### config.mk
export PLATFORM = sky130hd
export DESIGN_NAME = alu_sequencer
export DESIGN_NICKNAME = d
export VERILOG_FILES = /design/src/rtl/alu_pkg.sv /design/src/rtl/seq_regfile.sv /design/src/rtl/alu_sequencer.sv
export SDC_FILE = /design/constraint.sdc
export NUM_CORES = 1
export LEC_CHECK = 0
export BUFFER_PORTS_ARGS = -buffer_cell sky130_fd_sc_hd__buf_2
export CAP_MARGIN = 20
export CORE_UTILIZATION = 52
export CTS_CLUSTER_SIZE = 20
export DETAILED_ROUTE_END_ITERATION = 10
export GPL_TIMING_DRIVEN = 0
export PLACE_DENSITY = 0.76
export SYNTH_ARGS = -nofsm -noshare
export SYNTH_HDL_FRONTEND = slang
export SYNTH_SLANG_ARGS = --single-unit
### constraint.sdc
create_clock -name clock -period 6.1 [get_ports clock]
set_input_delay 0.61 -clock clock [delete_from_list [all_inputs] [get_ports clock]]
set_output_delay 0.61 -clock clock [all_outputs]
set_load 0.005 [all_outputs]
### src/rtl/alu_pkg.sv
// Shared definitions for the ALU sequencer: op codes, instruction layout and FSM encoding.
package alu_pkg;

    typedef enum logic [2:0] {
        OP_ADD = 3'd0,
        OP_SUB = 3'd1,
        OP_PASS = 3'd2,
        OP_LSH = 3'd3,
        OP_RSH = 3'd4,
        OP_AND = 3'd5,
        OP_NOT = 3'd6,
        OP_OR = 3'd7
    } op_t;

    // Field order fixes the bit positions: op[15:13] imm[12] rd[11:10] rs1[9:8] imm8[7:0]
    typedef struct packed {
        op_t op;
        logic imm;
        logic [1:0] rd;
        logic [1:0] rs1;
        logic [7:0] imm8;
    } instr_t;

    typedef enum logic [1:0] {
        S_IDLE = 2'd0,
        S_EXEC = 2'd1,
        S_WB = 2'd2
    } state_t;

endpackage

### src/rtl/seq_regfile.sv
// 4x8 register file: two asynchronous read ports, one synchronous write port, async clear.
module seq_regfile (
    input logic clock,
    input logic reset,
    input logic we,
    input logic [1:0] wa,
    input logic [7:0] wd,
    input logic [1:0] ra1,
    output logic [7:0] rd1,
    input logic [1:0] ra2,
    output logic [7:0] rd2
);

    logic [3:0][7:0] regs;

    always_ff @(posedge clock or posedge reset) begin
        if (reset) begin
            regs <= '0;
        end else if (we) begin
            regs[wa] <= wd;
        end
    end

    assign rd1 = regs[ra1];
    assign rd2 = regs[ra2];

endmodule

### src/rtl/alu_sequencer.sv
// Issues one instruction at a time to the external ALU and writes the result back.
module alu_sequencer
    import alu_pkg::*;
(
    input logic clock,
    input logic reset,
    input logic in_valid,
    input logic [15:0] in_instr,
    output logic in_ready,
    output logic [7:0] alu_r1,
    output logic [7:0] alu_r2,
    output logic [2:0] alu_op,
    input logic [7:0] alu_out,
    output logic res_valid,
    output logic [7:0] res_data,
    output logic [1:0] res_rd,
    output logic res_zero,
    input logic res_ready,
    output logic [7:0] instr_count
);

    state_t state, nxt;
    instr_t ins;
    logic accept, wb;
    logic [1:0] rd_q;
    logic [7:0] src1, src2, op1, op2;

    assign ins = instr_t'(in_instr);

    seq_regfile u_rf (
        .clock(clock),
        .reset(reset),
        .we(wb),
        .wa(rd_q),
        .wd(alu_out),
        .ra1(ins.rs1),
        .rd1(src1),
        .ra2(ins.imm8[1:0]),
        .rd2(src2)
    );

    // Load immediate feeds imm8 to both ports so the ALU's pass-r1 yields it.
    always_comb begin
        op1 = src1;
        op2 = src2;
        if (ins.imm) begin
            op2 = ins.imm8;
            if (ins.op == OP_PASS) op1 = ins.imm8;
        end
    end

    always_ff @(posedge clock or posedge reset) begin
        if (reset) state <= S_IDLE;
        else state <= nxt;
    end

    always_comb begin
        nxt = state;
        accept = 1'b0;
        wb = 1'b0;
        case (state)
            S_IDLE: if (in_valid) begin
                accept = 1'b1;
                nxt = S_EXEC;
            end
            S_EXEC: begin
                wb = 1'b1;
                nxt = S_WB;
            end
            S_WB: if (res_ready) nxt = S_IDLE;
            default: nxt = S_IDLE;
        endcase
    end

    assign in_ready = (state == S_IDLE);
    assign res_valid = (state == S_WB);

    always_ff @(posedge clock or posedge reset) begin
        if (reset) begin
            alu_r1 <= '0;
            alu_r2 <= '0;
            alu_op <= '0;
            rd_q <= '0;
            res_data <= '0;
            res_rd <= '0;
            res_zero <= 1'b1;
            instr_count <= '0;
        end else begin
            if (accept) begin
                alu_r1 <= op1;
                alu_r2 <= op2;
                alu_op <= ins.op;
                rd_q <= ins.rd;
            end
            if (wb) begin
                res_data <= alu_out;
                res_rd <= rd_q;
                res_zero <= (alu_out == 8'd0);
                instr_count <= instr_count + 8'd1;
            end
        end
    end

endmodule

==> impl_results.md, run 1 <==
* Status: completed
* Startpoint type of the worst setup path: flop
* Count of endpoints failing hold in the final timing report at 0
* Setup ws final at 4341 ps
* Unrepaired setup endpoints after global routing: no
* Die width at 82.57 um
* Vias/cell at 5.588
* Number of slew-limit violations in the final report at 0
* Reported leakage power at 1.846 nW
* Critical path startpoint: state[0]
* PD cells at 484.1 nW/um^2
* Root Driver: clkbuf_8
* Initial antenna violation count at 0
* Portion of the post-synthesis area used by sequential elements at 54.89%
* DRC errors left at 0
* Post-Syn Area at 3376 um^2
* Max Fanout on Critical Path at 8
* Total I/O pin count at 68
* CTS tree: done
* Clock buffer count from CTS at 9
* Crit. End Element: output port
* Number of setup violations in the final report at 0
* Clock Skews at 7.933 ps
* Number of post-CTS setup repair buffers at 0
* GRT Util Overall at 23.88%
* Sw Share at 32.87%
* Post-layout instance count excluding filler cells at 425
* Fraction of power consumed by sequential logic at 46.5%
* Highest attainable clock frequency at 568.6 MHz
* Via count of the first global-routing pass at 2268
* Antenna-violating nets left at 0
* Layout-stage area growth over the synthesis result at 17.79%
* Slew at the pin closest to its max-slew limit at 883.6 ps
* Total instance count after detailed placement at 409
* Maximum number of pins on one net before global-route repair at 75
* Quantity of I/O buffers inserted on ports at 65
* Synth Net Count at 298
* Worst setup slack before clock tree synthesis at 4257 ps
* Total number of vias at 2375
* Required time at the endpoint of the critical path at 5490 ps
* Clock net sink count at 74
* Number of instances in the synthesized netlist at 269
* Switching power total at 0.0006327 W
* Detailed router's first-iteration violation count at 93
* Type of the setup path with the least slack: reg -> out
* Post-synth EDFFs at 0
* Floorplan Core Area at 6096 um^2
* Post-Synthesis Mean Instance Area at 12.55 um^2
* Row cnt at 28
* Crit path time final at 1759 ps
* # resized after CTS at 0
* Count of unique library cells instantiated by Yosys at 33
* Avg WL per Cell at 17.16 um
* Clock transition at the register clock pins on the worst setup and hold paths after CTS at 70 ps
* Total detailed-routing wirelength at 7291 um
* Synthesis warning total at 0
* Number of buffers inserted by hold repair at cts at 0
* Portion of total power attributed to the clock network at 18.7%
* Worst slew slack as a fraction of its limit at 41.09%
* Post-route setup TNS at 0 ps
* Share of the core filled with cells at 65.23%
* Fraction of final layout cells with drive strength greater than 1 at 40.86%
* Maximum vdd ir drop at 226.3 uV
* Data arrival time of the worst path at 1150 ps
* First drt pass iteration count at 4
* Clock tree buffer depth at 2
* Number of diodes added for antenna fixing at 0
* H-Tree Level Count at 3
* Worst flop-to-flop path startpoint: state[1]
* Most frequent standard cell in the layout excluding fill and tap cells: dfrtp_1
* Dominant synthesized flop cell: dfrtp_1
* Highest-count cells in the layout ignoring fill and taps: dfrtp_1, buf_2, nand2_1, mux2_2, nor2_1
* Starting utilization of the core area at 55.38%
* Crit share post-route at 28.83%
* Class of the tightest hold or removal check: in -> async
* Placer congestion estimate at 0.7790
* Clock latency at the later pin of the worst-skew pair at 350 ps
* Wire length of the first global-routing pass at 11430 um
* Count of max-cap constraint violations at 0
* Final nets at 374
* Hpwl dp at 5001 um
* Overflow left after global routing at 0
* Die H at 82.57 um
* Internal Pwr Total at 0.001292 W
* DIE AREA at 6818 um^2
* Flip-flop and latch count after synthesis at 74
* Logic gate share of total power at 34.9%
* Post-synthesis async set-or-reset flop share at 100.0%
-- worst max-delay path: stages, from the launching register on --
cell and delay (ps):
dfrtp_1 460, nand2b_1 190, inv_1 50, buf_2 100
-- layout make-up --
type / instances / area (um^2)
clock buffers: 13 / 138.9
repair buffers: 65 / 325.3
clock inverters: 3 / 40.04
inverters: 2 / 10.01
well taps: 75 / 93.84
fillers: 483 / 2120
plain buffers: 14 / 70.07
multi-input cells: 179 / 1445
flip-flops and latches: 74 / 1853
-- flip-flops by register name, summed over array words and instances, names as in the netlist --
name / cells
alu_op: 3
alu_r1: 8
alu_r2: 8
instr_count: 8
rd_q: 2
res_data: 8
res_rd: 2
res_zero: 1
state: 2
u_rf.regs: 32
-- cells by family after synthesis --
kind of cell / after synthesis / share of synthesized area (%)
AND/OR/NAND/NOR: 91 / 12.71
flip-flops: 74 / 54.89
multiplexers: 61 / 24.72
AO/OA/AOI/OAI: 19 / 3.187
buffers and inverters: 16 / 2.298
XOR/XNOR: 7 / 1.816
adder cells (fa/ha/maj): 1 / 0.3706
-- routing by layer --
layer  vias to the layer above  part of all wire, %  track usage, %
met4                         0                  1.9           11.55
met1                      1193                   45           32.04
li1                       1104                    -               -
met5                         -                    0               0
met2                        66                   48           37.44
met3                        12                  5.0           4.615
-- path summary, 6_finish.rpt --
path                                       end  slack (ps)  depth (start not counted)
max in group asynchronous            alu_r1[2]        5080                          2
worst max register to register    u_rf.regs[1]        4410                          4
worst min register to register  instr_count[7]         470                          1
worst min-delay path            instr_count[7]         440                          2
worst max-delay path                 res_valid        4340                          3
min in group clock                    state[1]         460                          2
-- metrics by stage --
step / hold slack, ps / area [um^2] / power, W
5_1_grt: 456.6 / 3976 / 0.002065
3_3_place_gp: 451.9 / 3795 / 0.001538
2_1_floorplan: 448.2 / 3376 / 0.001319
6_report: 436.9 / 3976 / 0.001925
3_5_place_dp: 454.5 / 3797 / 0.001574
4_1_cts: 454.8 / 3976 / 0.001934
-- power groups by stage --
| stage | registers [W] | logic (W) | clock network, W |
|---|---|---|---|
| floorplan | 0.000872 | 0.000448 | 0 |
| global placement | 0.000886 | 0.000652 | 0 |
| detailed placement | 0.000901 | 0.000673 | 0 |
| CTS | 0.000892 | 0.000677 | 0.000364 |
| global route | 0.000931 | 0.000746 | 0.000388 |
| finish | 0.000894 | 0.000671 | 0.000359 |
-- cells in the mapped netlist (all sizes together) (3+ instances only) --
library cell | count | area, um^2
nor2 | 19 | 76.32
o21ai | 3 | 15.01
a21oi | 6 | 30.03
mux2 | 39 | 439.2
buf | 8 | 47.54
clkbuf | 6 | 22.52
mux2i | 8 | 80.08
xnor2 | 7 | 61.31
nand4 | 4 | 25.02
mux4 | 14 | 315.3
nand2 | 51 | 191.4
dfrtp | 73 | 1827
a31oi | 10 | 62.56
No activity file was read; power rests on OpenSTA's default activity.
==> run 2, diff against run 1 <==
Settings changed: CORE_UTILIZATION 52 to 49, PLACE_DENSITY 0.76 to 0.75.
Clock period 6.1 ns to 1.6 ns, I/O delays scaled along.
==> run 2 against run 1 <==
- power grew to 3.9 times the previous value
- largest power group unchanged
- sequential share of layout area decreased by 1.3 points
- utilization down 2.2 points
- clock skew shrank 0.74 ps
==> impl_results.md, run 2 (synthesis results as in run 1) <==
* CTS tree: done
* Antenna-violating nets left at 0 (unchanged)
* Placer congestion estimate at 0.7567 (-2.9%)
* Vias/cell at 5.574 (-0.25%)
* Total I/O pin count at 68 (unchanged)
* Reported leakage power at 1.893 nW (+2.5%)
* Clock buffer count from CTS at 9 (unchanged)
* Via count of the first global-routing pass at 2330 (+2.7%)
* Final nets at 380 (+1.6%)
* Clock net sink count at 74 (unchanged)
* Setup ws final at 53.94 ps (-4287 ps)
* Worst slew slack as a fraction of its limit at 46.17% (+5.1 points)
* Type of the setup path with the least slack: reg -> reg
* Crit share post-route at 96.63%
* First drt pass iteration count at 4 (unchanged)
* Max Fanout on Critical Path at 7 (-1)
* Layout-stage area growth over the synthesis result at 21.24%
* Initial antenna violation count at 0 (unchanged)
* Combined area of the multi-input logic cells at 1455 um^2 (+0.69%)
* Crit. End Element: flop
* Uppermost layer routed: met4
* Fraction of final layout cells with drive strength greater than 1 at 42.82% (+2.0 points)
* Max reg flops at 32 (unchanged)
* Hpwl dp at 5045 um (+0.87%)
* Slew at the pin closest to its max-slew limit at 805.8 ps (-77.78 ps)
* Data arrival time of the worst path at 1770 ps (+620 ps)
* Clock transition at the register clock pins on the worst setup and hold paths after CTS at 70 ps (about the same)
* Highest-count cells in the layout ignoring fill and taps: dfrtp_1, buf_2, nand2_1, mux2_2, nor2_1
* DIE AREA at 7225 um^2 (+6.0%)
* PD cells at 1839 nW/um^2 (+280%)
* Wire length of the first global-routing pass at 11960 um (+4.6%)
* Unrepaired setup endpoints after global routing: no
* Die width at 85 um (+2.9%)
* Maximum number of pins on one net before global-route repair at 39 (-48%)
* Required time at the endpoint of the critical path at 1830 ps (-3660 ps)
* H-Tree Level Count at 3 (unchanged)
* Detailed router's first-iteration violation count at 145 (+56%)
* Startpoint type of the worst setup path: flop
* Area used by sequential logic in the layout at 1856 um^2 (+0.13%)
* Count of endpoints failing hold in the final timing report at 0 (unchanged)
* Count of max-cap constraint violations at 0 (unchanged)
* Number of diodes added for antenna fixing at 0 (unchanged)
* Worst setup slack before clock tree synthesis at -84.38 ps (-4342 ps)
* GRT Util Overall at 21.90% (-2.0 points)
* Number of slew-limit violations in the final report at 0 (unchanged)
* Maximum vdd ir drop at 577.2 uV (+160%)
* Clock latency at the later pin of the worst-skew pair at 340 ps (about the same)
* Total number of vias at 2408 (+1.4%)
* Sum of routed wire segments on met1 at 3328 um (+1.2%)
* Fill cell total of the finished layout at 517 (+7.0%)
* Starting utilization of the core area at 51.97% (-3.4 points)
* Post-route worst hold slack at 51.62 ps (-385.3 ps)
* Most frequent standard cell in the layout excluding fill and tap cells: dfrtp_1
* Root Driver: clkbuf_8
* Total detailed-routing wirelength at 7214 um (-1.1%)
* Clock tree buffer depth at 2 (unchanged)
* Class of the tightest hold or removal check: in -> reg
* Status: completed
* Final Power at 0.007528 W (+290%)
* Crit path time final at 1546 ps
* Met3 Routed Length at 293 um (-20%)
* Reg with most FFs: u_rf.regs
* DRC errors left at 0 (unchanged)
* Floorplan Core Area at 6495 um^2 (+6.5%)
* Amount of wire on met2 after detailed routing at 3387 um (-3.3%)
* Number of setup violations in the final report at 0 (unchanged)
* Highest attainable clock frequency at 646.8 MHz
* Avg WL per Cell at 16.70 um (-2.7%)
* Die H at 85 um (+2.9%)
* Row cnt at 29 (+3.6%)
* Quantity of I/O buffers inserted on ports at 65 (unchanged)
* Clock Skews at 7.192 ps (-0.7413 ps)
* Overflow left after global routing at 0 (unchanged)
run 2: cell count changes in the layout (fill, tap and decap cells not counted), moves of 3 or more:
cell and change:
clkbuf_1 -4, clkbuf_4 +3, buf_2 -3, clkbuf_8 +3
run 2: repair_timing:
item / in CTS / in global routing
buffers inserted: 2 / 1
hold endpoints to repair: 37 / 0
resized for setup: 2 / 8
setup endpoints to repair: 23 / 15
hold buffers: 2 / 0
pin swaps: 1 / 0
run 2: layout make-up:
| class | instances | area share, % |
|---|---|---|
| Sequential cell | 74 | 45.34 |
| Clock inverter | 2 | 0.8560 |
| Inverter | 2 | 0.2751 |
| Tap cell | 77 | 2.354 |
| Buffer | 14 | 1.926 |
| Multi-Input combinational cell | 179 | 35.55 |
| Clock buffer | 13 | 4.127 |
| Timing Repair Buffer | 71 | 9.569 |
run 2: worst max-delay path, cell delays in order, from the launching register on:
cell and delay [ps]:
dfrtp_2 450, nand2b_1 170, buf_6 140, nor3_4 180, buf_6 160, mux2_2 330
run 2: path summary, 6_finish.rpt:
kind	slack, ps	from	endpoint	depth (start not counted)
worst max-delay path	50	state[1]	u_rf.regs[1]	5
worst min-delay path	50	in_instr[10]	rd_q[0]	2
worst max register to register	50	state[1]	u_rf.regs[1]	5
worst min register to register	470	instr_count[7]	instr_count[7]	1
max in group asynchronous	400	reset	res_zero	4
min in group asynchronous	510	reset	res_data[4]	3
run 2: per-layer routing:
layer,GRT usage [%],vias to the layer above
li1,-,1122
met1,31.25,1207
met2,32.33,63
met3,3.599,16
met4,11.86,0
met5,0,-
run 2: power breakdown:
part	internal [W]	total [W]	switching, W
Sequential	0.00276	0.00341	0.000650
Clock	0.000839	0.00149	0.000656
Combinational	0.00151	0.00262	0.00112
Total	0.00511	0.00753	0.00242
run 2: through the flow:
stage	cell area [um^2]	utilization, %	setup TNS, ps	std cells
after floorplan	3379	-	0	269
after detailed placement	3821	58.83	-775.0	412
after global routing	4093	63.01	0	432
after global placement	3801	58.52	-584.7	411
after CTS	4070	62.67	0	431
final	4093	63.01	0	432
